## src/rtl/sevenseg_scan_ctrl_if.sv

```systemverilog
// Requester-side handshake bundle for the seven-segment scan controller.
// Two valid/ready/data channels share the display; the controller owns the ready lines.
interface sevenseg_scan_ctrl_if #(
  parameter int NDIGITS = 3
);
  logic                   req0_valid;
  logic [4*NDIGITS-1:0]   req0_data;
  logic                   req0_ready;
  logic                   req1_valid;
  logic [4*NDIGITS-1:0]   req1_data;
  logic                   req1_ready;

  modport master (
    output req0_valid,
    output req0_data,
    input  req0_ready,
    output req1_valid,
    output req1_data,
    input  req1_ready
  );

  modport slave (
    input  req0_valid,
    input  req0_data,
    output req0_ready,
    input  req1_valid,
    input  req1_data,
    output req1_ready
  );
endinterface

```

## src/rtl/sevenseg_scan_ctrl.sv

```systemverilog
// Seven-segment scan sequencer with dead-time blanking and a two-way round-robin write arbiter.
// Optional leading-zero blanking is enabled by defining SEVENSEG_LZB_EN.
module sevenseg_scan_ctrl #(
  parameter int NDIGITS      = 3,
  parameter int PRESCALE     = 1000,
  parameter int BLANK_CYCLES = 4
) (
  input  logic                 clk,
  input  logic                 rst,
  sevenseg_scan_ctrl_if.slave  req,
  output logic [3:0]           nibble,
  output logic [NDIGITS-1:0]   digs,
  output logic                 frame_done
);

  localparam int DW    = 4 * NDIGITS;
  localparam int IDX_W = (NDIGITS > 1) ? $clog2(NDIGITS) : 1;
  localparam int CNT_W = (PRESCALE > 2) ? $clog2(PRESCALE) : 1;

  localparam logic [CNT_W-1:0] BLANK_LAST  = CNT_W'(BLANK_CYCLES - 1);
  localparam logic [CNT_W-1:0] SLOT_LAST   = CNT_W'(PRESCALE - 1);
  localparam logic [CNT_W-1:0] SLOT_PENULT = CNT_W'(PRESCALE - 2);
  localparam logic [CNT_W-1:0] CNT_ONE     = CNT_W'(1);
  localparam logic [IDX_W-1:0] IDX_LAST    = IDX_W'(NDIGITS - 1);
  localparam logic [IDX_W-1:0] IDX_ONE     = IDX_W'(1);

  typedef enum logic {
    ST_BLANK = 1'b0,
    ST_DRIVE = 1'b1
  } state_t;

  state_t              state_reg;
  logic [CNT_W-1:0]    cnt_reg;
  logic [IDX_W-1:0]    idx_reg;
  logic [DW-1:0]       disp_reg;
  logic [DW-1:0]       shadow_reg;
  logic                shadow_valid_reg;
  logic                last_grant_reg;
  logic [3:0]          nibble_reg;
  logic [NDIGITS-1:0]  digs_reg;
  logic                frame_done_reg;

  logic                grant_sel;
  logic                ready0;
  logic                ready1;
  logic                acc0;
  logic                acc1;
  logic [NDIGITS-1:0]  onehot_next;
  logic [NDIGITS-1:0]  digs_next;
  logic [3:0]          nib_arr [NDIGITS];

  // Round-robin pick: a lone valid requester wins outright; on contention (or when
  // nobody is asking) the grant points at whoever was not served last.
  always_comb begin
    grant_sel = ~last_grant_reg;
    if (req.req0_valid && !req.req1_valid) begin
      grant_sel = 1'b0;
    end else if (req.req1_valid && !req.req0_valid) begin
      grant_sel = 1'b1;
    end
  end

  assign ready0 = !shadow_valid_reg && !grant_sel;
  assign ready1 = !shadow_valid_reg &&  grant_sel;
  assign acc0   = ready0 && req.req0_valid;
  assign acc1   = ready1 && req.req1_valid;

  assign req.req0_ready = ready0;
  assign req.req1_ready = ready1;

  genvar gi;
  generate
    for (gi = 0; gi < NDIGITS; gi++) begin : g_nib
      assign nib_arr[gi] = disp_reg[4*gi +: 4];
    end
  endgenerate

  assign onehot_next = NDIGITS'(1) << idx_reg;

`ifdef SEVENSEG_LZB_EN
  // upper_zero[i]: every nibble from digit i upward is zero. Digit 0 is never blanked.
  logic [NDIGITS-1:0] upper_zero;
  generate
    for (gi = 0; gi < NDIGITS; gi++) begin : g_lzb
      assign upper_zero[gi] = (disp_reg[DW-1:4*gi] == '0);
    end
  endgenerate
  assign digs_next = onehot_next & ~(upper_zero & ~NDIGITS'(1));
`else
  assign digs_next = onehot_next;
`endif

  always_ff @(posedge clk or posedge rst) begin
    if (rst) begin
      state_reg        <= ST_BLANK;
      cnt_reg          <= '0;
      idx_reg          <= '0;
      disp_reg         <= '0;
      shadow_reg       <= '0;
      shadow_valid_reg <= 1'b0;
      last_grant_reg   <= 1'b1;
      nibble_reg       <= 4'h0;
      digs_reg         <= '0;
      frame_done_reg   <= 1'b0;
    end else begin
      // Registered one cycle early so the pulse lines up with the slot's final cycle.
      frame_done_reg <= (cnt_reg == SLOT_PENULT) && (idx_reg == IDX_LAST);

      case (state_reg)
        ST_BLANK: begin
          cnt_reg <= cnt_reg + CNT_ONE;
          if (cnt_reg == BLANK_LAST) begin
            state_reg  <= ST_DRIVE;
            digs_reg   <= digs_next;
            nibble_reg <= nib_arr[idx_reg];
          end
        end
        ST_DRIVE: begin
          if (cnt_reg == SLOT_LAST) begin
            cnt_reg   <= '0;
            idx_reg   <= (idx_reg == IDX_LAST) ? '0 : idx_reg + IDX_ONE;
            digs_reg  <= '0;
            state_reg <= ST_BLANK;
          end else begin
            cnt_reg <= cnt_reg + CNT_ONE;
          end
        end
        default: begin
          state_reg <= ST_BLANK;
          cnt_reg   <= '0;
          digs_reg  <= '0;
        end
      endcase

      // Accept requires an empty shadow, commit requires a full one: never both at once.
      if (acc0) begin
        shadow_reg       <= req.req0_data;
        shadow_valid_reg <= 1'b1;
        last_grant_reg   <= 1'b0;
      end else if (acc1) begin
        shadow_reg       <= req.req1_data;
        shadow_valid_reg <= 1'b1;
        last_grant_reg   <= 1'b1;
      end else if (frame_done_reg && shadow_valid_reg) begin
        disp_reg         <= shadow_reg;
        shadow_valid_reg <= 1'b0;
      end
    end
  end

  assign nibble     = nibble_reg;
  assign digs       = digs_reg;
  assign frame_done = frame_done_reg;

endmodule

```

## src/flat_wrapper.sv

```systemverilog
// flat-port wrapper written by rule: the top's interface ports become plain ports
module sevenseg_scan_ctrl_flat 
#(
  parameter int NDIGITS      = 3,
  parameter int PRESCALE     = 1000,
  parameter int BLANK_CYCLES = 4
)
  (clk, rst, nibble, digs, frame_done, req_req0_valid, req_req0_data, req_req0_ready, req_req1_valid, req_req1_data, req_req1_ready);
  sevenseg_scan_ctrl_if #(.NDIGITS(NDIGITS)) req_i ();
  input  logic clk;
  input  logic rst;
  output logic [3:0] nibble;
  output logic [NDIGITS-1:0] digs;
  output logic frame_done;
  input wire logic [$bits(req_i.req0_valid)-1:0] req_req0_valid;
  input wire logic [$bits(req_i.req0_data)-1:0] req_req0_data;
  output wire logic [$bits(req_i.req0_ready)-1:0] req_req0_ready;
  input wire logic [$bits(req_i.req1_valid)-1:0] req_req1_valid;
  input wire logic [$bits(req_i.req1_data)-1:0] req_req1_data;
  output wire logic [$bits(req_i.req1_ready)-1:0] req_req1_ready;
  assign req_i.req0_valid = req_req0_valid;
  assign req_i.req0_data = req_req0_data;
  assign req_req0_ready = req_i.req0_ready;
  assign req_i.req1_valid = req_req1_valid;
  assign req_i.req1_data = req_req1_data;
  assign req_req1_ready = req_i.req1_ready;
  sevenseg_scan_ctrl #(.NDIGITS(NDIGITS), .PRESCALE(PRESCALE), .BLANK_CYCLES(BLANK_CYCLES)) u_core (.clk(clk), .rst(rst), .req(req_i), .nibble(nibble), .digs(digs), .frame_done(frame_done));
endmodule
```

## config.mk

```make
export PLATFORM = sky130hd
export DESIGN_NAME = sevenseg_scan_ctrl_flat
export DESIGN_NICKNAME = d
export VERILOG_FILES = /design/src/rtl/sevenseg_scan_ctrl_if.sv /design/src/rtl/sevenseg_scan_ctrl.sv /design/src/flat_wrapper.sv
export SDC_FILE = /design/constraint.sdc
export NUM_CORES = 1
export LEC_CHECK = 0
export CAP_MARGIN = 10
export CORE_MARGIN = 3
export CORE_UTILIZATION = 49
export DETAILED_ROUTE_END_ITERATION = 6
export HOLD_SLACK_MARGIN = 0.15
export PLACE_DENSITY = 0.84
export SYNTH_ARGS = -nofsm -noshare
export SYNTH_HDL_FRONTEND = slang
export SYNTH_SLANG_ARGS = --single-unit
```

## constraint.sdc

```tcl
create_clock -name clk -period 3.1 [get_ports clk]
set_input_delay 0.62 -clock clk [delete_from_list [all_inputs] [get_ports clk]]
set_output_delay 0.62 -clock clk [all_outputs]
set_load 0.05 [all_outputs]
```

---- Yosys cells after proc, flatten, opt, wreduce, memory -nomap -nowiden ----
Cells that the tools add are included.
W data, S select, Z words.
word-level totals
  flip-flop bits (word level) ............. 47
  bits of input ports ..................... 28
  output and inout port bits .............. 10
  word-level logic and storage cells ...... 64
operators by class
  add/sub/neg operators ................... 2
  magnitude comparators ................... 1
  equal/unequal tests ..................... 6
  shift operators ......................... 1
  muxes and demuxes ....................... 21
  bitwise operators ....................... 5
  reductions and logical operators ........ 18
operators with widths
  operator                 number
  $mux W12                 2
  $eq A10 B10 Y1 const B   2
  $pmux W10 S2             1
  $add A10 B1 Y10 const B  1
  $eq A10 B2 Y1 const B    1
  $mux W10                 1
  $mux W1                  9
  $bmux W4 S2              1
  $logic_and A1 B1 Y1      8
  $mux W4                  2
  $mux W3                  2
  $pmux W3 S2              1
  $reduce_and A2 Y1        3
  $logic_not A1 Y1         4
  $not A1 Y1               4
  $ge A3 B3 Y1 const B     1
  $not A2 Y3               1
  $reduce_and A3 Y1        1
  $reduce_bool A3 Y1       1
  $shl A1 B2 Y3 const A    1
  $add A2 B1 Y2 const B    1
  $eq A2 B2 Y1 const B     1
  $mux W2                  1
  $ne A2 B1 Y1 const B     1
  3 further kinds          3

---- Depth between registers and ports, before layout ----
  word-level depth ........................ 9
  depth in mapped cells ................... 4
  depth with buffers taken out ............ 4

---- Least setup slack after synthesis ----
OpenSTA, ideal clock, no wires.
  path type ............................... input to output
  start point ............................. input port req_req0_valid
  end point ............................... output port req_req1_ready
  data arrival time ....................... 1.400 ns
  data required time ...................... 2.480 ns
  path slack .............................. 1.080 ns
  stages .................................. 3
  path through ............................ nor2_1 a21oi_1 nor2_1
between the ends
  word-level cells in the longest chain between the ends .. 5
ends and longest elaborated chain
  what                   RTL line                  text
  start, declared        flat_wrapper.sv:15        input wire logic [$bits(req_i.req0_valid)-1:0] req_req0_valid;
  $logic_not A1 Y1       sevenseg_scan_ctrl.sv:58  end else if (req.req1_valid && !req.req0_valid) begin
  $logic_and A1 B1 Y1    sevenseg_scan_ctrl.sv:58
  $mux W1                sevenseg_scan_ctrl.sv:58
  $mux W1 *              sevenseg_scan_ctrl.sv:56  if (req.req0_valid && !req.req1_valid) begin
  $logic_and A1 B1 Y1 *  sevenseg_scan_ctrl.sv:64  assign ready1 = !shadow_valid_reg && grant_sel;
  end, declared          flat_wrapper.sv:20        output wire logic [$bits(req_i.req1_ready)-1:0] req_req1_ready;
Mark *: on every way between the ends. The rest lies on a longest branch, timed or not.

---- Final worst setup path ----
  start point ............................. input port req_req0_valid
  end point ............................... output port req_req0_ready
between the ends
  word-level cells in the longest chain between the ends .. 6
ends and longest elaborated chain
  what                   RTL line                  text
  $logic_not A1 Y1       sevenseg_scan_ctrl.sv:58
  $logic_and A1 B1 Y1    sevenseg_scan_ctrl.sv:58
  $mux W1                sevenseg_scan_ctrl.sv:58
  $mux W1 *              sevenseg_scan_ctrl.sv:56
  $logic_not A1 Y1 *     sevenseg_scan_ctrl.sv:63  assign ready0 = !shadow_valid_reg && !grant_sel;
  $logic_and A1 B1 Y1 *  sevenseg_scan_ctrl.sv:63
  end, declared          flat_wrapper.sv:17        output wire logic [$bits(req_i.req0_ready)-1:0] req_req0_ready;
Marked as above.

==> impl_summary.md <==
Setup path
The largest fanout on the critical path is 6. The critical path startpoint category is a primary input. The startpoint identified for the worst register-to-register timing path is u_core.cnt_reg[0]. The type of destination of the critical path is a primary output. The critical path is of the primary input to primary output type.

The critical path data required time is approximately 2.5 ns. Data arrives at the worst endpoint at ~1.8 ns. The startpoint of the most critical setup path is req_req0_valid.

Routing
The total via count after detailed routing is around 1,500. The first TritonRoute pass finished after 4 iterations. The count of routing violations after the opening detailed-route iteration is around 150.

The number of routed nets with antenna violations is 0. The residual DRC count is 0. The routed length per instance is ~15 um.

The number of vias per cell after detailed routing is 5.68. Summed over all layers, the routed wires come to roughly 4000 um.

Placement
After legalization and detailed placement, the total HPWL measured 2960 um. The last weighted congestion value of the routability-driven placer is about 0.77. Buffers placed on the I/O ports in this run total 37.

STA
The upper clock frequency limit is just over 400 MHz. Between clock sinks in the finished design, the worst skew comes to ~0.010 ns. The tightest slew margin relative to the limit is 38.3%.

For the pin with the worst max-slew slack, the measured transition is approximately 0.92 ns. The final count of hold timing violations is 0. The max-slew violation count was 0. Setup repair after global routing left no endpoint under its margin. The sum of negative setup slack is 0 ns. The part of the cycle the worst path needs is between 70% and 80%. The smallest clock period supported by the final layout is computed as roughly 2.4 ns. Setup violations remaining at the end of the flow were counted as 0.

Layout
In the layout the commonest cells are 46 x sky130_fd_sc_hd__dfrtp_1, 35 x sky130_fd_sc_hd__clkdlybuf4s50_1, 14 x sky130_fd_sc_hd__nand2b_1, 14 x sky130_fd_sc_hd__mux2_2, 12 x sky130_fd_sc_hd__o221a_2. The library cell used most frequently in the layout, excluding fill and tap cells, is sky130_fd_sc_hd__dfrtp_1. The final-layout fill cell count is ~330. Cells fill between 60% and 70% of the core in the end. The area growth from synthesis to layout is 23.5%. The repair_antennas step left the layout with diodes totalling 0.

In the final layout, the share of cells above drive strength 1 is between 20% and 30%. The final layout contains between 200 and 250 nets.

Clock tree
The clock-pin slew of the registers on the worst-case setup and hold paths is approximately 0.080 ns. The worst-case clock buffer depth is 2. The post-cts gate resize count is 0.

The clock insertion delay at the later pin of the skew report is ~0.30 ns. The number of buffers added to fix hold violations after cts is 0. The post-CTS setup buffer count is 0.

The tree built by TritonCTS fans out to 47 sinks. The number of buffers created by CTS is 5. The root buffer selected by CTS is sky130_fd_sc_hd__clkbuf_8. The depth of the CTS H-tree is 2. The CTS tree is done.

Floorplan
The horizontal die dimension is between 70 and 80 um. The core region is between 4000 and 5000 um2. For this configuration, the core starts out at a cell density of about 52%. The die is around 73 um tall.

38 I/O pins were placed. The die area is around 5300 um2. In this run the core area contains 23 standard-cell rows.

Synth
The yosys synthesis warning count is 0. The post-synthesis instance total is 175. Synthesis produced a netlist with a net count of approximately 210.

The post-synthesis average cell area is between 10 and 15 um2. In this run the cell area of the synthesized design comes to between 2000 and 2500 um2. Counting flops and latches in the post-synthesis netlist gives 47.

Sequential cells were found to cover 54.3% of the synthesized design area. After synthesis, the netlist uses 39 different library cells.

Hold path
The worst min-delay path startpoint is u_core.shadow_reg[7]. The worst hold path class is flop to flop.

Run
The max-cap violation count is 0.

GRT
The initial antenna violation count is 0. The global-route met2 utilization is between 20% and 30%. Global routing consumed, over all layers together, 17.5% of the routing resources. The total congestion overflow after global routing is 0. The peak-usage layer in the global routing report is met2. The global-route wire length before repair is 7030 um.

Global routing consumed, on the met1 layer, about 25% of the routing resources. Entering global routing, the biggest net connects 48 pins. The fraction of met3 tracks used by global routing is about 3.5%. The via count of the first global-routing pass is approximately 1,500.

Power and ir drop
The largest vdd supply drop is between 0.3 and 0.4 mV. The power density over cell area is 406 nW/um2. The static leakage power is roughly 1.2 nW.

Status
The flow ran to the end, and the final reports show no timing, DRC or antenna violations.
layout make-up:
| type | instances | area [um2] | share of cell area [%] |
|---|---|---|---|
| flip-flops and latches | 47 | 1180 | 44.0 |
| multi-input cells | 117 | 948 | 35.4 |
| repair buffers | 39 | 393 | 14.7 |
| clock buffers | 7 | 76.3 | 2.85 |
| well taps | 50 | 62.6 | 2.34 |
| inverters | 4 | 15.0 | 0.561 |
| clock inverters | 1 | 5.00 | 0.187 |
stage by stage:
step | std cells | setup WS [ns] | cell area, um2 | total power [W] | hold WS (ns)
5_1_grt | 265 | 0.560 | 2680 | 0.00114 | 0.532
3_3_place_gp | 257 | 0.722 | 2600 | 0.000745 | 0.472
4_1_cts | 265 | 0.678 | 2680 | 0.00110 | 0.509
2_1_floorplan | 175 | 1.08 | 2170 | 0.000699 | 0.471
3_5_place_dp | 257 | 0.679 | 2600 | 0.000748 | 0.483
6_report | 265 | 0.683 | 2680 | 0.00109 | 0.504
metal layers:
layer  part of all wire [%]  up-vias  wire, um
li1                       -      729         -
met1                     48      736      1950
met2                     47       32      1910
met3                    3.4        7       139
met4                    1.8        0        73
met5                      0        -         0
cells in the mapped netlist, drive strengths merged:
master | instances | share of area, %
dfrtp | 46 | 53
mux2 | 18 | 9.7
nand2b | 14 | 4.0
o221a | 12 | 6.2
nand2 | 8 | 1.4
a21oi | 7 | 1.6
mux2i | 7 | 3.2
nor2 | 6 | 1.0
o31ai | 6 | 2.1
clkbuf | 5 | 0.87
nand3 | 5 | 1.2
inv | 4 | 0.69
o2bb2ai | 4 | 1.6
or3 | 3 | 0.87
or4 | 3 | 1.0
buf | 2 | 0.40
ha | 2 | 1.2
nand3b | 2 | 1.3
nor2b | 2 | 0.58
nor3 | 2 | 0.98
nor4 | 2 | 0.58
o21ai | 2 | 0.46
xor2 | 2 | 0.81
a31oi | 1 | 0.29
and2 | 1 | 0.29
dfstp | 1 | 1.2
nand4 | 1 | 0.58
o211ai | 1 | 0.35
o21bai | 1 | 0.35
o31a | 1 | 0.40
o41ai | 1 | 0.40
or2b | 1 | 0.35
or3b | 1 | 0.52
xnor2 | 1 | 0.40
worst max-delay path: stages:
cell	delay (ns)
sky130_fd_sc_hd__clkdlybuf4s50_1	0.56
sky130_fd_sc_hd__nand2_1	0.10
sky130_fd_sc_hd__a21oi_1	0.19
sky130_fd_sc_hd__and2_1	0.19
sky130_fd_sc_hd__buf_12	0.14
cell families after synthesis:
kind of cell,synth area share (%)
buffers and inverters,1.96
XOR/XNOR,1.21
multiplexers,12.9
adder cells (fa/ha/maj),1.15
flip-flops,54.3
AND/OR/NAND/NOR,14.7
AO/OA/AOI/OAI,13.8
worst paths after layout:
kind | endpoint | slack, ns | cells after the start
max | req_req0_ready | 0.68 | 5
min in group asynchronous | u_core.cnt_reg[8] | 0.84 | 2
min | u_core.disp_reg[7] | 0.50 | 1
max in group asynchronous | u_core.nibble[1] | 1.68 | 2
min reg2reg | u_core.disp_reg[7] | 0.50 | 1
max reg2reg | u_core.idx_reg[0] | 1.09 | 4
report_power, final:
| part | leakage [nW] | internal, W | switching [W] | total, W |
|---|---|---|---|---|
| logic | 0.572 | 0.0000590 | 0.0000299 | 0.0000889 |
| registers | 0.587 | 0.000634 | 0.0000117 | 0.000646 |
| clock network | 0.0422 | 0.000158 | 0.000194 | 0.000353 |
Note: power is estimated with default switching activity, not from simulation.
